===== src/rtl/serial_add_ctrl.sv =====
// serial_add_ctrl: bit-serial add/subtract sequencer around one shared
// 1-bit full-adder cell. One operand pair per start, LSB first, WIDTH
// steps, then a registered sum/c_out/ovf with a one-cycle done pulse.
//
// state | meaning
// ------+-------------------------------------------------------------
// IDLE  | waiting for start; operands are captured on the start edge
// RUN   | one full-adder step per clock, WIDTH steps in total
// DONE  | result registers just loaded; done high for this one cycle

// Gate-level 1-bit full adder, the cell that is time-shared below.
module serial_add_fa (
  input  logic i_a,
  input  logic i_b,
  input  logic i_c,
  output logic o_s,
  output logic o_c
);
  logic w_axb;
  logic w_ab;
  logic w_cx;

  assign w_axb = i_a ^ i_b;
  assign w_ab  = i_a & i_b;
  assign w_cx  = i_c & w_axb;
  assign o_s   = w_axb ^ i_c;
  assign o_c   = w_ab | w_cx;
endmodule

module serial_add_ctrl #(
  parameter int WIDTH = 8
) (
  input  logic             clk,
  input  logic             rst,
  input  logic             start,
  input  logic             sub,
  input  logic [WIDTH-1:0] a,
  input  logic [WIDTH-1:0] b,
  input  logic             c_in,
  output logic             busy,
  output logic             done,
  output logic [WIDTH-1:0] sum,
  output logic             c_out,
  output logic             ovf
);

  localparam int CW = $clog2(WIDTH);
  localparam logic [CW-1:0] CNT_LAST = CW'(WIDTH - 1);
  localparam logic [CW-1:0] CNT_PREV = CW'(WIDTH - 2);

  typedef enum logic [1:0] {
    S_IDLE = 2'd0,
    S_RUN  = 2'd1,
    S_DONE = 2'd2
  } state_t;

  state_t r_state;
  state_t w_state_nxt;

  logic [WIDTH-1:0] r_a_sh;
  logic [WIDTH-1:0] r_b_sh;
  logic [WIDTH-1:0] r_res_sh;
  logic [CW-1:0]    r_cnt;
  logic             r_carry;
  logic             r_msb_cin;
  logic [WIDTH-1:0] r_sum;
  logic             r_c_out;
  logic             r_ovf;

  logic w_fa_s;
  logic w_fa_c;

  serial_add_fa u_fa (
    .i_a (r_a_sh[0]),
    .i_b (r_b_sh[0]),
    .i_c (r_carry),
    .o_s (w_fa_s),
    .o_c (w_fa_c)
  );

  // State register.
  always_ff @(posedge clk or posedge rst) begin
    if (rst) r_state <= S_IDLE;
    else     r_state <= w_state_nxt;
  end

  // Next-state logic; start only matters in IDLE.
  always_comb begin
    w_state_nxt = r_state;
    case (r_state)
      S_IDLE:  if (start) w_state_nxt = S_RUN;
      S_RUN:   if (r_cnt == CNT_LAST) w_state_nxt = S_DONE;
      S_DONE:  w_state_nxt = S_IDLE;
      default: w_state_nxt = S_IDLE;
    endcase
  end

  // Operand capture, serial stepping and result load.
  always_ff @(posedge clk or posedge rst) begin
    if (rst) begin
      r_a_sh    <= '0;
      r_b_sh    <= '0;
      r_res_sh  <= '0;
      r_cnt     <= '0;
      r_carry   <= 1'b0;
      r_msb_cin <= 1'b0;
      r_sum     <= '0;
      r_c_out   <= 1'b0;
      r_ovf     <= 1'b0;
    end else begin
      case (r_state)
        S_IDLE: begin
          if (start) begin
            r_a_sh  <= a;
            r_b_sh  <= sub ? ~b : b;
            r_carry <= sub ? 1'b1 : c_in;
            r_cnt   <= '0;
          end
        end
        S_RUN: begin
          r_res_sh <= {w_fa_s, r_res_sh[WIDTH-1:1]};
          r_a_sh   <= r_a_sh >> 1;
          r_b_sh   <= r_b_sh >> 1;
          r_carry  <= w_fa_c;
          r_cnt    <= r_cnt + CW'(1);
          // The carry produced by step WIDTH-2 is what feeds the MSB step.
          if (r_cnt == CNT_PREV) r_msb_cin <= w_fa_c;
          if (r_cnt == CNT_LAST) begin
            r_sum   <= {w_fa_s, r_res_sh[WIDTH-1:1]};
            r_c_out <= w_fa_c;
            r_ovf   <= r_msb_cin ^ w_fa_c;
          end
        end
        default: ;
      endcase
    end
  end

  assign busy  = (r_state == S_RUN);
  assign done  = (r_state == S_DONE);
  assign sum   = r_sum;
  assign c_out = r_c_out;
  assign ovf   = r_ovf;

endmodule


===== config.mk =====
export PLATFORM = sky130hd
export DESIGN_NAME = serial_add_ctrl
export DESIGN_NICKNAME = d
export VERILOG_FILES = /design/src/rtl/serial_add_ctrl.sv
export SDC_FILE = /design/constraint.sdc
export NUM_CORES = 1
export LEC_CHECK = 0
export BUFFER_PORTS_ARGS = -buffer_cell sky130_fd_sc_hd__buf_2
export CELL_PAD_IN_SITES_DETAIL_PLACEMENT = 0
export CELL_PAD_IN_SITES_GLOBAL_PLACEMENT = 1
export CORE_MARGIN = 8
export CORE_UTILIZATION = 44
export CTS_CLUSTER_SIZE = 14
export DETAILED_ROUTE_END_ITERATION = 10
export PLACE_DENSITY = 0.81
export SETUP_SLACK_MARGIN = 0.1
export SYNTH_ARGS = -nofsm -noshare
export SYNTH_HDL_FRONTEND = slang
export SYNTH_SLANG_ARGS = --single-unit

===== constraint.sdc =====
create_clock -name clk -period 2 [get_ports clk]
set_input_delay 0.4 -clock clk [delete_from_list [all_inputs] [get_ports clk]]
set_output_delay 0.4 -clock clk [all_outputs]
set_load 0.05 [all_outputs]

==> impl_results.md, run 1 <==
* P per Cell Area at 1640 nW/um2
* CTS tree: yes
* Hold Worst Slack at 0.219 ns
* Drt via density at 5.22
* Layout cell share with drive strength beyond 1 at 38.1%
* Postcts setup bufs at 0
* Fin area at 2110 um2
* Die Area at 6460 um2
* Core area at 4000 um2
* Grt ovf at 0
* Reg2reg setup slack at 0.28 ns
* Worst-Skew Late Latency at 0.29 ns
* R2r worst-path depth at 4
* Placed cell areas at 2010 um2
* Post-synth top area cell: dfrtp_1
* Sequential area share after synthesis at 54.9%
* Slew headroom at 29.5%
* Synth top area share at 54.9%
* Std cell rows at 23
* Syn Inst Count at 141
* Initial Util at 45.5%
* Max-cap violations at 0
* Unrepaired setup endpoints after global routing: no
* EDFF count, synth at 0
* Antenna viol nets, final at 0
* Top_reg_cell synth: dfrtp_1
* Most frequent cells after synthesis: dfrtp_1 (40), nand2_1 (11), o21ai_0 (10)
* # diodes at 0
* CTS sink cnt at 40
* Tot Pwr at 3.46 mW
* Setup tns final at 0 ns
* Synthesized area at 1820 um2
* Leakage at 1.07 nW
* Worst min path class: in -> async
* Kind of critical path: reg -> out
* Clock tree buffer depth at 2
* Final worst path period need at 1.79 ns
* Overall routing resource usage at 11.6%
* Ys async rst share at 100%
* TritonCTS Buffers at 5
* Vias in the first global route at 1272
* Top cells by area, synth: dfrtp_1 (55%), mux2_4 (6.6%), mux2_2 (5.6%)
* Worst Tran Pin Value at 1.06 ns
* Nets at 200
* R2R Path End: r_a_sh[1]
* Max Freq at 560 MHz
* Synth-to-Final Area Change at 15.9%
* Peak supply drop at 606 uV
* Initial antenna violation count at 0
* Iter 0 DRT Violations at 94
* Detailed Route WL at 3.47 mm
* Status: complete, no violations
* Fin util at 52.8%
* Die height at 80.3 um
* First-pass GRT wire length at 5.86 mm
* CP max FO at 13
* Final Wtd Congestion at 0.718
* Startpoint types: flop
* Max-slew violation count at 0
* Vias at 1179
* CP Data Required Time at 1.60 ns
* Die W at 80.3 um
* Clk_skew at 0.00600 ns
* FF-to-FF Start: r_state[0]
* IO Port Bufs at 32
* Count leader, synth: dfrtp_1
* Fin. Hold Viols at 0
* Syn_area_per_cell at 12.9 um2
* Data arrival, critical path at 1.39 ns
* Clock-pin slew on the worst setup and hold paths at 0.08 ns
* # H-tree levels at 2
* Setup-failing EPs final at 0
* Drc violations at 0
* WL/cell at 15.3 um
* Pre-antenna DRT Iters at 4
* Post-synth net total at 166
* Register bit total from synthesis at 40
* Setup crit end kind: primary output
* Distinct cell type count after synthesis at 30
* DPL Wire Length at 2.49 mm
* Root buffer cell: clkbuf_8
* I/O pins at 33
* Yosys warns at 0
* Largest net degree at the start of global routing at 41
* Crit share post-route at 89.3%
power breakdown:
group / total (mW) / switching [mW] / internal, mW / leakage (nW)
logic: 1.52 / 0.894 / 0.628 / 0.513
registers: 1.40 / 0.227 / 1.17 / 0.502
clock network: 0.539 / 0.264 / 0.275 / 0.0510
total: 3.46 / 1.39 / 2.07 / 1.07
logic make-up (layout without fill, tap and decap cells):
family,Yosys count,in the layout,share of synthesized area (%)
simple gates,27,27,8.79
flops,40,40,54.9
buf+inv,13,48,4.19
fa+ha+maj,4,4,3.16
mux,17,17,12.2
compound gates,31,31,12.4
xor+xnor,9,9,4.33
metal layers:
layer / vias to the layer above / GRT usage, % / wire length (um)
li1: 567 / - / -
met1: 580 / 14.0 / 1570
met2: 25 / 18.3 / 1670
met3: 7 / 3.35 / 154
met4: 0 / 6.00 / 69
met5: - / 0 / 0
sequential cells by signal (all words and copies together), names as in the netlist:
register,cells
sum,8
r_res_sh,7
r_state,2
c_out,1
r_cnt,3
r_a_sh,8
r_b_sh,8
ovf,1
r_carry,1
r_msb_cin,1
placed cells by master (no fill, tap or decap):
| master | n |
|---|---|
| dfrtp_1 | 39 |
| buf_2 | 31 |
| nand2_1 | 11 |
| o21ai_0 | 10 |
| mux2_2 | 9 |
| xor2_1 | 8 |
| mux2_4 | 8 |
| and3_1 | 7 |
| a221o_1 | 7 |
| a22oi_1 | 7 |
| clkbuf_8 | 6 |
| buf_4 | 4 |
| inv_1 | 3 |
| ha_1 | 3 |
| nand2b_1 | 2 |
| nor2_1 | 2 |
| a22o_1 | 2 |
| clkinv_2 | 2 |
| inv_2 | 1 |
| nand2_4 | 1 |
| inv_6 | 1 |
| o21bai_1 | 1 |
| nor2_2 | 1 |
| nand3b_4 | 1 |
| xnor2_1 | 1 |
| nand3_2 | 1 |
| a2bb2oi_1 | 1 |
| and2b_1 | 1 |
| a32o_1 | 1 |
| o21ai_1 | 1 |
| a21oi_1 | 1 |
| fa_1 | 1 |
| dfrtp_2 | 1 |
worst max-delay path by stage:
| stage | to | start | depth (start not counted) |
|---|---|---|---|
| 3_3_place_gp | r_a_sh[2] | start | 5 |
| 4_1_cts | busy | r_state[1] | 4 |
| 6_report | busy | r_state[1] | 4 |
| 3_5_place_dp | r_a_sh[4] | start | 5 |
| 5_1_grt | busy | r_state[1] | 4 |
| 2_1_floorplan | done | r_state[0] | 3 |
through the flow:
| step | cells | setup WS [ns] |
|---|---|---|
| floorplan | 141 | 0.261 |
| global placement | 218 | 0.287 |
| detailed placement | 218 | 0.171 |
| CTS | 226 | 0.135 |
| global route | 226 | 0.154 |
| finish | 226 | 0.214 |
layout make-up:
| cell class | count | area, um2 |
|---|---|---|
| fillers | 343 | 1890 |
| flip-flops and latches | 40 | 1000 |
| multi-input cells | 88 | 744 |
| repair buffers | 35 | 185 |
| clock buffers | 6 | 82.6 |
| well taps | 50 | 62.6 |
| inverters | 5 | 23.8 |
| clock inverters | 2 | 10.0 |
repair_timing:
action,CTS,global route
endpoints found under the setup margin,1,2
hold buffers,0,0
cloned,0,0
resized for setup,1,1
critical path: stages (launching register included):
cell     delay, ns
dfrtp_2       0.50
inv_2         0.19
nand2_4       0.09
inv_6         0.11
buf_4         0.21
Power figures use the tool's default switching activity.
==> run 2: changes to the inputs <==
Settings changed: ABC_AREA set to 1, CORE_UTILIZATION 44 to 41, PLACE_DENSITY 0.81 to unset, PLACE_DENSITY_LB_ADDON set to 0.08.
==> run 2 against run 1 <==
  * First-iteration DRC count rose by 12%
  * Core utilization shrank 3.2 points
  * Via count is 27% higher
  * Global-route usage is 0.29 points lower
  * Routed wire length is 9.3% higher
  * Power is 1.7% lower
  * Critical path type unchanged
==> impl_results.md, run 2 <==
* Sequential area share after synthesis at 53.2% (was 54.9%)
* Die W at 83.8 um (was 80.3 um)
* Synth-to-Final Area Change at 15.3% (was 15.9%)
* Worst-Skew Late Latency at 0.29 ns (about the same)
* WL/cell at 12.4 um (was 15.3 um)
* Drt via density at 4.86 (was 5.22)
* Hold Worst Slack at 0.219 ns (about the same)
* Largest stage delay, worst path at 0.46 ns (was 0.50 ns)
* Clk_skew at 0.00444 ns (was 0.00600 ns)
* Iter 0 DRT Violations at 105 (was 94)
* Fin area at 2170 um2 (was 2110 um2)
* CP max FO at 4 (was 13)
* Power share of the clock group at 19.0% (was 15.6%)
* Antenna viol nets, final at 0 (unchanged)
* PnR worst setup slack at 0.374 ns (was 0.214 ns)
* Fin. Hold Viols at 0 (unchanged)
* Clock tree buffer depth at 2 (unchanged)
* Kind of critical path: reg -> out (unchanged)
* Postcts setup bufs at 0 (unchanged)
* Top_reg_cell synth: dfrtp_1 (unchanged)
* Layout cell share with drive strength beyond 1 at 20.4% (was 38.1%)
* Worst min path class: in -> async (unchanged)
* First-pass GRT wire length at 6.64 mm (was 5.86 mm)
* Data arrival, critical path at 1.23 ns (was 1.39 ns)
* Grt ovf at 0 (unchanged)
* Final Wtd Congestion at 0.706 (was 0.718)
* Tot Pwr at 3.40 mW (was 3.46 mW)
* Setup-failing EPs final at 0 (unchanged)
* Register share of total power at 39.4% (was 40.4%)
* Syn Inst Count at 222 (was 141)
* I/O pins at 33 (unchanged)
* Unrepaired setup endpoints after global routing: no (unchanged)
* Pre-antenna DRT Iters at 4 (unchanged)
* Sw Ratio at 43.6% (was 40.1%)
* Post-synth net total at 247 (was 166)
* R2r worst-path depth at 4 (unchanged)
* IO Port Bufs at 32 (unchanged)
* Std cell rows at 24 (was 23)
* Detailed Route WL at 3.79 mm (was 3.47 mm)
* Syn_area_per_cell at 8.48 um2 (was 12.9 um2)
* Slowest CP cell: dfrtp_1 (was dfrtp_2)
* Filler cell count at 447 (was 343)
* Core area at 4380 um2 (was 4000 um2)
* Startpoint types: flop (unchanged)
* Root buffer cell: clkbuf_8 (unchanged)
* Dpl ws at 0.621 ns (was 0.171 ns)
* Setup tns final at 0 ns (unchanged)
* Clock-pin slew on the worst setup and hold paths at 0.08 ns (about the same)
* Ys async rst share at 100% (unchanged)
* Leakage at 1.19 nW (was 1.07 nW)
* TritonCTS Buffers at 5 (unchanged)
* CTS sink cnt at 40 (unchanged)
* Final worst path period need at 1.63 ns (was 1.79 ns)
* Commonest cells after routing, fill and taps aside: nand2_1 (81), nand3_1 (43), dfrtp_1 (40) (was dfrtp_1 (39), buf_2 (31), nand2_1 (11))
* Synth top area share at 53.2% (was 54.9%)
* Worst-path cell chain: inv_1, nor2_1, buf_2 (was inv_2, nand2_4, inv_6, buf_4)
* Initial Util at 43.0% (was 45.5%)
* Yosys warns at 0 (unchanged)
* Nets at 279 (was 200)
* Peak supply drop at 743 uV (was 606 uV)
* Die height at 83.8 um (was 80.3 um)
* Distinct cell type count after synthesis at 20 (was 30)
* Vias at 1493 (was 1179)
* # H-tree levels at 2 (unchanged)
* Internal power at 1.92 mW (was 2.07 mW)
* Status: complete, no violations (unchanged)
* Resized cells post-CTS at 0 (was 1)
* Overall routing resource usage at 11.3% (was 11.6%)
* Slew headroom at 62.3% (was 29.5%)
* Register bit total from synthesis at 40 (unchanged)
* Most frequent cells after synthesis: nand2_1 (81), nand3_1 (43), dfrtp_1 (40) (was dfrtp_1 (40), nand2_1 (11), o21ai_0 (10))
* Max-cap violations at 0 (unchanged)
* Initial antenna violation count at 0 (unchanged)
* Net Sw Power at 1.48 mW (was 1.39 mW)
* Gate power share at 41.6% (was 44.0%)
* Largest net degree at the start of global routing at 41 (unchanged)
* P per Cell Area at 1570 nW/um2 (was 1640 nW/um2)
* Vias in the first global route at 1437 (was 1272)
* Synthesized area at 1880 um2 (was 1820 um2)
* DPL Wire Length at 2.54 mm (was 2.49 mm)
* Commonest non-fill, non-tap cell in the layout: nand2_1 (was dfrtp_1)
* CTS tree: yes (unchanged)
* Die Area at 7020 um2 (was 6460 um2)
* Count leader, synth: nand2_1 (was dfrtp_1)
* # diodes at 0 (unchanged)
* Max Freq at 615 MHz (was 560 MHz)
* Max-slew violation count at 0 (unchanged)
* Cts hold-fix bufs at 0 (unchanged)
* Top cells by area, synth: dfrtp_1 (53%), nand2_1 (16%), nand3_1 (11%) (was dfrtp_1 (55%), mux2_4 (6.6%), mux2_2 (5.6%))
* CP Data Required Time at 1.60 ns (about the same)
* Worst Tran Pin Value at 0.564 ns (was 1.06 ns)
* Placed cell areas at 2060 um2 (was 2010 um2)
* Post-synth top area cell: dfrtp_1 (unchanged)
* Drc violations at 0 (unchanged)
* EDFF count, synth at 0 (unchanged)
* Setup crit end kind: primary output (unchanged)
* Crit share post-route at 81.3% (was 89.3%)
[run 2: cell types whose count changed after synthesis, sizes merged, moves of 4 or more]
cell / change
a221o: -7
nand3: +42
mux2: -17
a22oi: -7
xor2: -6
nand2: +71
and3: -7
o21ai: +4
inv: +13
[run 2: logic make-up (layout without fill, tap and decap cells)]
family,Yosys count,after routing,share of synthesized area [%]
xor+xnor,2,2,0.930
compound gates,16,16,5.38
simple gates,132,132,30.4
buf+inv,28,61,7.11
flops,40,40,53.2
fa+ha+maj,4,4,3.06
[run 2: final timing paths]
kind                            start   endpoint  slack (ns)
min reg2reg                     c_out      c_out        0.47
min                               rst     sum[3]        0.22
max in group asynchronous         rst  r_a_sh[6]        1.42
max reg2reg                r_state[1]  r_msb_cin        0.61
max                        r_state[1]       done        0.37
min in group clk                 a[7]  r_a_sh[7]        0.30
[run 2: stage by stage]
step | util, % | std cells
floorplan | - | 222
global placement | 47.1 | 299
detailed placement | 47.1 | 299
CTS | 49.5 | 307
global route | 49.5 | 307
finish | 49.5 | 307
[run 2: power groups by stage]
stage	Clock, mW	Sequential [mW]	Combinational (mW)
6_report	0.646	1.34	1.41
5_1_grt	0.692	1.38	1.59
4_1_cts	0.663	1.34	1.45
3_5_place_dp	0	1.35	1.44
3_3_place_gp	0	1.35	1.44
2_1_floorplan	0	1.61	0.886
[run 2: per-layer routing]
metal | global-route usage, % | share of wire, % | wire [um] | vias up
met4 | 4.24 | 1.4 | 53 | 0
met3 | 3.71 | 5.2 | 198 | 7
met2 | 17.1 | 44 | 1680 | 34
met5 | 0 | 0 | 0 | -
li1 | - | - | - | 773
met1 | 14.6 | 49 | 1860 | 679
[run 2: critical path: cells and delay by family, from the launching register on]
family / cells / cell delay (ns)
simple gates: 1 / 0.09
flops: 1 / 0.46
buf+inv: 2 / 0.38
[run 2: final cells by class]
| type | count | area, um2 | area share (%) |
|---|---|---|---|
| Sequential cell | 40 | 1000 | 46.1 |
| Inverter | 18 | 67.6 | 3.11 |
| Clock inverter | 2 | 35.0 | 1.61 |
| Timing Repair Buffer | 35 | 183 | 8.41 |
| Multi-Input combinational cell | 154 | 748 | 34.4 |
| Clock buffer | 6 | 72.6 | 3.34 |
| Tap cell | 52 | 65.1 | 3.00 |
==> run 3: changes to the inputs <==
Clock period 2 ns to 1.6 ns, I/O delays scaled along.
==> run 3 against run 2 <==
  * Via count rose by 2.0%
  * Largest power group unchanged
  * Critical path type unchanged
  * Count of clock-buffer cells in the layout unchanged
  * Sequential share of layout area is 1.8 points lower
  * Sequential cell count unchanged
  * Routed wire length grew 2.6%
  * Design area grew 4.3%
  * First-iteration DRC count down 42%
  * Clock skew up 0.0023 ns
  * Clock power rose by 8.4%
  * Sequential power rose by 25%
==> impl_results.md, run 3 (synthesized netlist as in run 2, its figures left out) <==
* Kind of critical path: reg -> out (unchanged)
* Power share of the clock group at 15.9% (was 19.0%)
* P per Cell Area at 1950 nW/um2 (was 1570 nW/um2)
* Worst min path class: in -> async (unchanged)
* Final worst path period need at 1.44 ns
* Startpoint types: flop (unchanged)
* Vias in the first global route at 1551 (was 1437)
* Max-cap violations at 0 (unchanged)
* WL/cell at 12.2 um (was 12.4 um)
* R2R Path End: sum[7] (was r_msb_cin)
* Setup tns final at 0 ns (unchanged)
* Die W at 83.8 um (unchanged)
* Max Freq at 692 MHz
* Root buffer cell: clkbuf_8 (unchanged)
* Drt via density at 4.79 (was 4.86)
* First-pass GRT wire length at 6.98 mm (was 6.64 mm)
* Die height at 83.8 um (unchanged)
* Internal power at 2.49 mW (was 1.92 mW)
* Data arrival, critical path at 1.12 ns (was 1.23 ns)
* Commonest cells after routing, fill and taps aside: nand2_1 (81), nand3_1 (43), dfrtp_1 (38) (was nand2_1 (81), nand3_1 (43), dfrtp_1 (40))
* Worst Tran Pin Value at 0.500 ns (was 0.564 ns)
* Worst setup path endpoint: busy (was done)
* Drc violations at 0 (unchanged)
* Sw Ratio at 43.5% (was 43.6%)
* Clock tree buffer depth at 2 (unchanged)
* Post-route insts no fill at 318 (was 307)
* Iter 0 DRT Violations at 61 (was 105)
* CP Data Required Time at 1.28 ns (was 1.60 ns)
* Layout cell share with drive strength beyond 1 at 25.6% (was 20.4%)
* CTS tree: yes (unchanged)
* Placed cells at 307 (was 299)
* DPL Wire Length at 2.82 mm (was 2.54 mm)
* Antenna viol nets, final at 0 (unchanged)
* Setup crit end kind: primary output (unchanged)
* Gate power share at 45.9% (was 41.6%)
* Crit share post-route at 90.3%
* Pre-antenna DRT Iters at 5 (was 4)
* Fin. Hold Viols at 0 (unchanged)
* IO Port Bufs at 32 (unchanged)
* Leakage at 1.23 nW (was 1.19 nW)
* # H-tree levels at 2 (unchanged)
* Peak supply drop at 936 uV (was 743 uV)
* Clock-pin slew on the worst setup and hold paths at 0.08 ns (about the same)
* # diodes at 0 (unchanged)
* Core area at 4380 um2 (unchanged)
* Grt ovf at 0 (unchanged)
* Overall routing resource usage at 11.8% (was 11.3%)
* Fin util at 51.7% (was 49.5%)
* Clk_skew at 0.00671 ns (was 0.00444 ns)
* Reg2reg setup slack at 0.25 ns (was 0.61 ns)
* Critical Path Source: r_state[0] (was r_state[1])
* FF-to-FF Start: r_cnt[0] (was r_state[1])
* TritonCTS Buffers at 5 (unchanged)
* Initial Util at 43.0% (unchanged)
* Worst-Skew Late Latency at 0.29 ns (about the same)
* Setup-failing EPs final at 0 (unchanged)
* Filler cell count at 430 (was 447)
* Final Wtd Congestion at 0.723 (was 0.706)
* Status: complete, no violations (unchanged)
* CP max FO at 6 (was 4)
* Detailed Route WL at 3.89 mm (was 3.79 mm)
* Cts hold-fix bufs at 0 (unchanged)
* Die Area at 7020 um2 (unchanged)
* Net Sw Power at 1.92 mW (was 1.48 mW)
* I/O pins at 33 (unchanged)
* Register share of total power at 38.2% (was 39.4%)
* Unrepaired setup endpoints after global routing: no (unchanged)
* Commonest non-fill, non-tap cell in the layout: nand2_1 (unchanged)
* CTS sink cnt at 40 (unchanged)
* Vias at 1523 (was 1493)
* Max-slew violation count at 0 (unchanged)
* Nets at 290 (was 279)
* Std cell rows at 24 (unchanged)
* Initial antenna violation count at 0 (unchanged)
* R2r worst-path depth at 6 (was 4)
* Slew headroom at 66.6% (was 62.3%)
* Largest net degree at the start of global routing at 41 (unchanged)
* Synth-to-Final Area Change at 20.3% (was 15.3%)
[run 3: metrics by stage]
step / setup slack [ns] / total power, mW / cell area [um2] / hold WS, ns
after floorplan: 0.138 / 3.12 / 1880 / 0.430
after global placement: 0.114 / 3.63 / 2120 / 0.451
after detailed placement: 0.129 / 3.64 / 2120 / 0.455
after CTS: 0.0819 / 4.38 / 2230 / 0.153
after global routing: 0.0965 / 4.80 / 2260 / 0.189
final: 0.156 / 4.41 / 2260 / 0.136
[run 3: layer usage]
metal	part of all wire, %	global-route usage [%]	up-vias
met5	0	0	-
li1	-	-	790
met4	1.1	4.24	0
met1	48	14.8	698
met2	46	18.7	30
met3	5.0	3.61	5
[run 3: area by class of cell]
type	instances	area, um2	area share [%]
well taps	52	65.1	2.87
clock buffers	6	82.6	3.65
flip-flops and latches	40	1000	44.3
repair buffers	46	278	12.3
clock inverters	2	15.0	0.663
inverters	18	67.6	2.98
multi-input cells	154	753	33.3
[run 3: worst min path at each step]
stage               startpoint          end  cells past startpoint
global route               rst  r_res_sh[7]                      3
CTS                        rst       sum[5]                      3
floorplan                 a[7]    r_a_sh[7]                      2
finish                     rst       sum[1]                      3
detailed placement       c_out        c_out                      2
global placement        sum[4]       sum[4]                      2
[run 3: worst max-delay path, cell delays in order, from the launching register on]
cell     delay [ns]
dfrtp_2        0.43
inv_2          0.06
nor2_4         0.16
buf_6          0.18
[run 3: repair_timing]
action | in CTS | in global routing
resized for setup | 5 | 3
setup endpoints to repair | 2 | 8
pin swaps | 0 | 1
buffers inserted | 0 | 3
[run 3: power by group through the flow]
stage | Clock, mW | Combinational, mW | Sequential (mW)
after floorplan | 0 | 1.11 | 2.01
after global placement | 0 | 1.93 | 1.70
after detailed placement | 0 | 1.94 | 1.70
after CTS | 0.729 | 1.97 | 1.68
after global routing | 0.776 | 2.28 | 1.75
final | 0.700 | 2.02 | 1.68
